===== src/rtl/clock_divider_bank_if.sv =====
// clock_divider_bank_if: divisor-write handshake between a configuring master and clock_divider_bank
//   valid  master->slave  write request
//   ready  slave->master  write can be accepted this cycle
//   ch     master->slave  target channel (CH_W bits)
//   div    master->slave  new divisor (CNT_W bits)
interface clock_divider_bank_if #(
    parameter int N_CH  = 2,
    parameter int CNT_W = 26
);
    localparam int CH_W = N_CH > 1 ? $clog2(N_CH) : 1;
    logic             valid;
    logic             ready;
    logic [CH_W-1:0]  ch;
    logic [CNT_W-1:0] div;
    modport master (output valid, ch, div, input ready);
    modport slave  (input valid, ch, div, output ready);
endinterface


===== src/rtl/clock_divider_bank.sv =====
// clock_divider_bank: N_CH programmable MCLK dividers producing toggle clocks or one-cycle pulses
//   MCLK      in   system clock, posedge
//   RESET_IN  in   asynchronous active-high reset
//   ch_en     in   per-channel run enable
//   mode      in   per-channel mode, 0 = toggle clock, 1 = pulse
//   cfg       slave modport of clock_divider_bank_if, run-time divisor writes
//   clk_out   out  registered divided clock or pulse
//   tick      out  registered one-cycle pulse on each counter wrap
//   Define CLKGEN_PROG_EN to enable run-time divisor programming; otherwise every
//   divisor stays at DEFAULT_DIV and writes are accepted and ignored.
module clock_divider_bank #(
    parameter int N_CH        = 2,
    parameter int CNT_W       = 26,
    parameter int DEFAULT_DIV = 50000000
) (
    input  logic                 MCLK,
    input  logic                 RESET_IN,
    input  logic [N_CH-1:0]      ch_en,
    input  logic [N_CH-1:0]      mode,
    clock_divider_bank_if.slave  cfg,
    output logic [N_CH-1:0]      clk_out,
    output logic [N_CH-1:0]      tick
);
`ifdef CLKGEN_PROG_EN
    localparam int CH_W = N_CH > 1 ? $clog2(N_CH) : 1;
    localparam int PW   = 2 ** CH_W;
    logic [N_CH-1:0] pend_v;
    logic [PW-1:0]   pend_x;
    // Padding pend to the full cfg.ch range makes out-of-range channels read as ready.
    assign pend_x    = PW'(pend_v);
    assign cfg.ready = ~pend_x[cfg.ch];
`else
    logic unused_cfg;
    assign unused_cfg = ^{cfg.valid, cfg.ch, cfg.div};
    assign cfg.ready  = 1'b1;
`endif
    for (genvar i = 0; i < N_CH; i++) begin : g_ch
        logic [CNT_W-1:0] cnt;
        logic [CNT_W-1:0] div;
        logic             wrap;
        logic             idle;
        logic             clk_r;
        logic             tick_r;
        assign idle       = !ch_en[i] || div == '0;
        assign wrap       = !idle && cnt == div - CNT_W'(1);
        assign clk_out[i] = clk_r;
        assign tick[i]    = tick_r;
        always_ff @(posedge MCLK or posedge RESET_IN) begin
            if (RESET_IN) begin
                cnt    <= '0;
                clk_r  <= 1'b0;
                tick_r <= 1'b0;
            end else begin
                cnt    <= (idle || wrap) ? '0 : cnt + CNT_W'(1);
                tick_r <= wrap;
                clk_r  <= !ch_en[i] ? 1'b0 : div == '0 ? clk_r : mode[i] ? wrap : clk_r ^ wrap;
            end
        end
`ifdef CLKGEN_PROG_EN
        logic [CNT_W-1:0] shad;
        logic             pend;
        logic             take;
        assign pend_v[i] = pend;
        assign take      = cfg.valid && cfg.ready && cfg.ch == CH_W'(i);
        // Applying only at a wrap or while idle keeps cnt at 0 when div changes.
        always_ff @(posedge MCLK or posedge RESET_IN) begin
            if (RESET_IN) begin
                div  <= CNT_W'(DEFAULT_DIV);
                shad <= '0;
                pend <= 1'b0;
            end else if (pend && (wrap || idle)) begin
                div  <= shad;
                pend <= 1'b0;
            end else if (take) begin
                shad <= cfg.div;
                pend <= 1'b1;
            end
        end
`else
        assign div = CNT_W'(DEFAULT_DIV);
`endif
    end
endmodule


===== src/flat_wrapper.sv =====
// flat-port wrapper written by rule: the top's interface ports become plain ports
module clock_divider_bank_flat 
#(
    parameter int N_CH        = 2,
    parameter int CNT_W       = 26,
    parameter int DEFAULT_DIV = 50000000
)
  (MCLK, RESET_IN, ch_en, mode, clk_out, tick, cfg_valid, cfg_ch, cfg_div, cfg_ready);
  clock_divider_bank_if #(.N_CH(N_CH), .CNT_W(CNT_W)) cfg_i ();
  input  logic MCLK;
  input  logic RESET_IN;
  input  logic [N_CH-1:0] ch_en;
  input  logic [N_CH-1:0] mode;
  output logic [N_CH-1:0] clk_out;
  output logic [N_CH-1:0] tick;
  input wire logic [$bits(cfg_i.valid)-1:0] cfg_valid;
  input wire logic [$bits(cfg_i.ch)-1:0] cfg_ch;
  input wire logic [$bits(cfg_i.div)-1:0] cfg_div;
  output wire logic [$bits(cfg_i.ready)-1:0] cfg_ready;
  assign cfg_i.valid = cfg_valid;
  assign cfg_i.ch = cfg_ch;
  assign cfg_i.div = cfg_div;
  assign cfg_ready = cfg_i.ready;
  clock_divider_bank #(.N_CH(N_CH), .CNT_W(CNT_W), .DEFAULT_DIV(DEFAULT_DIV)) u_core (.MCLK(MCLK), .RESET_IN(RESET_IN), .ch_en(ch_en), .mode(mode), .cfg(cfg_i), .clk_out(clk_out), .tick(tick));
endmodule

===== config.mk =====
export PLATFORM = sky130hd
export DESIGN_NAME = clock_divider_bank_flat
export DESIGN_NICKNAME = d
export VERILOG_FILES = /design/src/rtl/clock_divider_bank_if.sv /design/src/rtl/clock_divider_bank.sv /design/src/flat_wrapper.sv
export SDC_FILE = /design/constraint.sdc
export NUM_CORES = 1
export LEC_CHECK = 0
export ABC_AREA = 1
export BUFFER_PORTS_ARGS = -buffer_cell sky130_fd_sc_hd__buf_4
export CAP_MARGIN = 20
export CELL_PAD_IN_SITES_DETAIL_PLACEMENT = 1
export CELL_PAD_IN_SITES_GLOBAL_PLACEMENT = 2
export CORE_UTILIZATION = 29
export CTS_CLUSTER_SIZE = 24
export DETAILED_ROUTE_END_ITERATION = 16
export PLACE_DENSITY = 0.85
export SLEW_MARGIN = 20
export SYNTH_ARGS = -nofsm -noshare
export SYNTH_HDL_FRONTEND = slang
export SYNTH_SLANG_ARGS = --single-unit

===== constraint.sdc =====
create_clock -name MCLK -period 1.9 [get_ports MCLK]
set_input_delay 0.57 -clock MCLK [delete_from_list [all_inputs] [get_ports MCLK]]
set_output_delay 0.57 -clock MCLK [all_outputs]
set_load 0.02 [all_outputs]

==> PnR_summary.wiki <==
{| class="wikitable"
! Metric !! Value
|-
| Number of remaining DRC errors || 0
|-
| Antenna fix cells || 0
|-
| Post-synthesis to final-layout area growth || 11.7%
|-
| Top cells by count, synth || nand2_1, nor2_1, dfrtp_1
|-
| Post-DR vias/cell || ~4.6
|-
| Worst setup skew after layout || 0.0118 ns
|-
| Total number of yosys warnings || 0
|-
| Count of input and output buffers || 9
|-
| Rel. slew slack || 0.654
|-
| Largest net degree at the start of global routing || 27
|-
| Post-CTS setup buffer count || 0
|-
| Setup crit start || u_core.g_ch[1].cnt[0]$_DFF_PP0_
|-
| Count of cell types in the netlist || 25
|-
| Die extent in y || 110 um
|-
| Core area || 11400 um^2
|-
| Total of fill cells in the finished design || 1443
|-
| Number of global-route vias before repair || 3188
|-
| Hold slack final || 0.305 ns
|-
| Remaining global-route overflow || 0
|-
| Least-Margin Pin Slew || 0.518 ns
|-
| Worst-case vdd ir drop || 0.335 mV
|-
| Crit path time final || roughly 1.7 ns
|-
| Hold bufs inserted after CTS || 0
|-
| Routed len/inst || roughly 13 um
|-
| Post-layout util || 0.331
|-
| Number of placement rows || 39
|-
| Prevailing post-synth register cell || dfrtp_1
|-
| Async SR Flop Fraction || 1.00
|-
| Outcome || completed
|-
| Worst-case setup margin in the final layout || 0.192 ns
|-
| Number of hold violations in the final report || 0
|-
| Compound-Gate Fraction of Synth Area || 0.00519
|-
| Chip Width || 110 um
|-
| # setup viols final || 0
|-
| Antenna violations before repair || 0
|-
| Critical path launch point type || flip-flop
|-
| All-Layer GR Usage || 0.160
|-
| Clock-pin slew of the registers on the worst-case setup and hold paths || 0.08 ns
|-
| Type of the worst min-delay path || input pin to async pin
|-
| Endpoint arrival time on the critical path || 1.88 ns
|-
| Critical path class || flip-flop to flip-flop
|-
| Post-synthesis cell area || about 3400 um^2
|-
| Detailed Place HPWL || between 6 and 7 mm
|-
| Number of enable-type register cells in the synthesized netlist || 0
|-
| Type of destination of the critical path || flip-flop
|-
| Ports || 39
|-
| RD Place Congestion || 0.811
|-
| Setup repair after global routing missed its margin || false
|-
| Total number of clock tree sinks || 56
|-
| Synthesized netlist cell count || 494
|-
| Post-placement setup slack || 0.167 ns
|-
| Biggest fanout along the worst timing path || 26
|-
| Share of synthesized cell area in and, or, nand and nor gates || 0.422
|-
| Starting utilization of the core area || 0.297
|-
| Adder-cell share of the synthesized area || 0.00742
|-
| Clock root buffer || clkbuf_16
|-
| Leading post-synthesis cells by cell area || dfrtp_1, nand2_1, nor2_1
|-
| Total power || roughly 2.4 mW
|-
| Number of nets with antenna violations after routing || 0
|-
| Net count after synthesis || 530
|-
| Share of cell area taken by muxes after synthesis || 0
|-
| First-pass GRT wire length || 15.0 mm
|-
| Max-Cap Viols || 0
|-
| Max clock buf depth || 2
|-
| Standby leakage power || 1.54 nW
|-
| Ratio of cells with drive above 1 in the final layout || 0.0768
|-
| First drt pass iteration count || 4
|-
| CTS H-tree lvls || 2
|-
| Synthesized area per cell || 6.83 um^2
|-
| Post-synth top area share || 0.416
|-
| Data required, critical path || between 2 and 2.5 ns
|-
| Final layout net count || 543
|-
| Library cell occupying the most area in the post-synthesis netlist || dfrtp_1
|-
| Final wirelength || about 8.8 mm
|-
| Final critical-path share of the clock period || 0.899
|-
| CTS-repair resized insts || 0
|-
| Startpoint of the worst-slack reg-to-reg timing path || u_core.g_ch[1].cnt[0]$_DFF_PP0_
|-
| Total power per unit cell area || 638 nW/um^2
|-
| Detailed Route Iter0 Violations || 113
|-
| Number of register bits inferred by synthesis || 56
|-
| Die ar. || 12100 um^2
|-
| Post-route setup TNS || 0 ns
|-
| Skew-Pair Late Insertion Delay || 0.30 ns
|-
| Final Max Tran Viols || 0
|-
| Fmax || 586 MHz
|-
| Sequential-to-total area share from yosys stat || 0.416
|-
| Logic depth of the worst register-to-register path || 8
|-
| CTS tree || yes
|-
| Number of clock buffers inserted by TritonCTS || 5
|-
| DR vias || 2998
|-
| Combinational family with the most area after synthesis || simple AND/OR/NAND/NOR gates
|-
| Parity-gate share of the synthesized area counting xor and xnor cells || 0.0727
|-
| Library cell with the highest instance count after synthesis || nand2_1
|}
cells by family (layout without fill, tap and decap cells):
kind of cell | after synthesis | in the layout
AO/OA/AOI/OAI | 3 | 3
AND/OR/NAND/NOR | 352 | 352
flip-flops | 56 | 56
buffers and inverters | 52 | 66
XOR/XNOR | 28 | 28
other | 1 | 1
adder cells (fa/ha/maj) | 2 | 2
metrics by stage:
step                      cells  area (um^2)
after CTS                   651         3760
after global routing        651         3760
final                       651         3760
after floorplan             494         3380
after global placement      643         3600
after detailed placement    643         3600
where the power goes:
| group | internal, mW | switching (mW) | leakage (nW) |
|---|---|---|---|
| clock | 0.630 | 0.461 | 0.0815 |
| combinational | 0.0318 | 0.0670 | 0.684 |
| sequential | 1.20 | 0.0120 | 0.778 |
| total | 1.86 | 0.540 | 1.54 |
critical path: stages (launching register included):
cell	delay (ns)
dfrtp_1	0.42
ha_1	0.22
nand3_2	0.17
inv_2	0.12
nand2_1	0.05
nor2_1	0.12
nand2_2	0.10
nand2_4	0.28
nor2_1	0.09
area by class of cell:
type	count	area, um^2	area share
sequential	56	1400	0.372
clock buffer	6	129	0.0342
timing repair buffer	15	138	0.0366
inverter	43	165	0.0439
clock inverter	2	38.8	0.0103
multi-input combinational	386	1710	0.455
tap	143	179	0.0475
sequential cells by signal, indices dropped and copies added, names as in the netlist:
| signal | count |
|---|---|
| u_core.g_ch.tick_r | 2 |
| u_core.g_ch.cnt | 52 |
| u_core.g_ch.clk_r | 2 |
final timing paths:
path	end	slack, ns
setup / recovery	u_core.g_ch[1].cnt[10]$_DFF_PP0_	0.19
hold / removal	u_core.g_ch[0].cnt[4]$_DFF_PP0_	0.30
setup reg to reg	u_core.g_ch[1].cnt[10]$_DFF_PP0_	0.19
hold reg to reg	u_core.g_ch[1].cnt[0]$_DFF_PP0_	0.53
max in group asynchronous	u_core.g_ch[1].cnt[13]$_DFF_PP0_	1.11
min in group MCLK	u_core.g_ch[0].tick_r$_DFF_PP0_	0.51
layout by cell type, fill, tap and decap left out, types with 2 or more instances in the layout:
cell       instances
nor2_2             7
nor2_4             2
nand4_1            2
xnor2_1           17
clkbuf_16          5
dfrtp_1           56
buf_12             2
inv_1             40
nand2_2            2
inv_2              2
buf_4             13
nor2_1           144
xor2_1            11
nand2_1          163
nand3_1           27
nand2_4            2
ha_1               2
layer usage:
layer  wire length, um  global-route usage  vias to the layer above
met5                 0                   0                        -
met4               158              0.0457                        0
met3               163              0.0279                       13
met2              4610               0.300                       26
met1              3840               0.185                     1455
li1                  -                   -                     1504
Note: power is estimated with default switching activity, not from simulation.
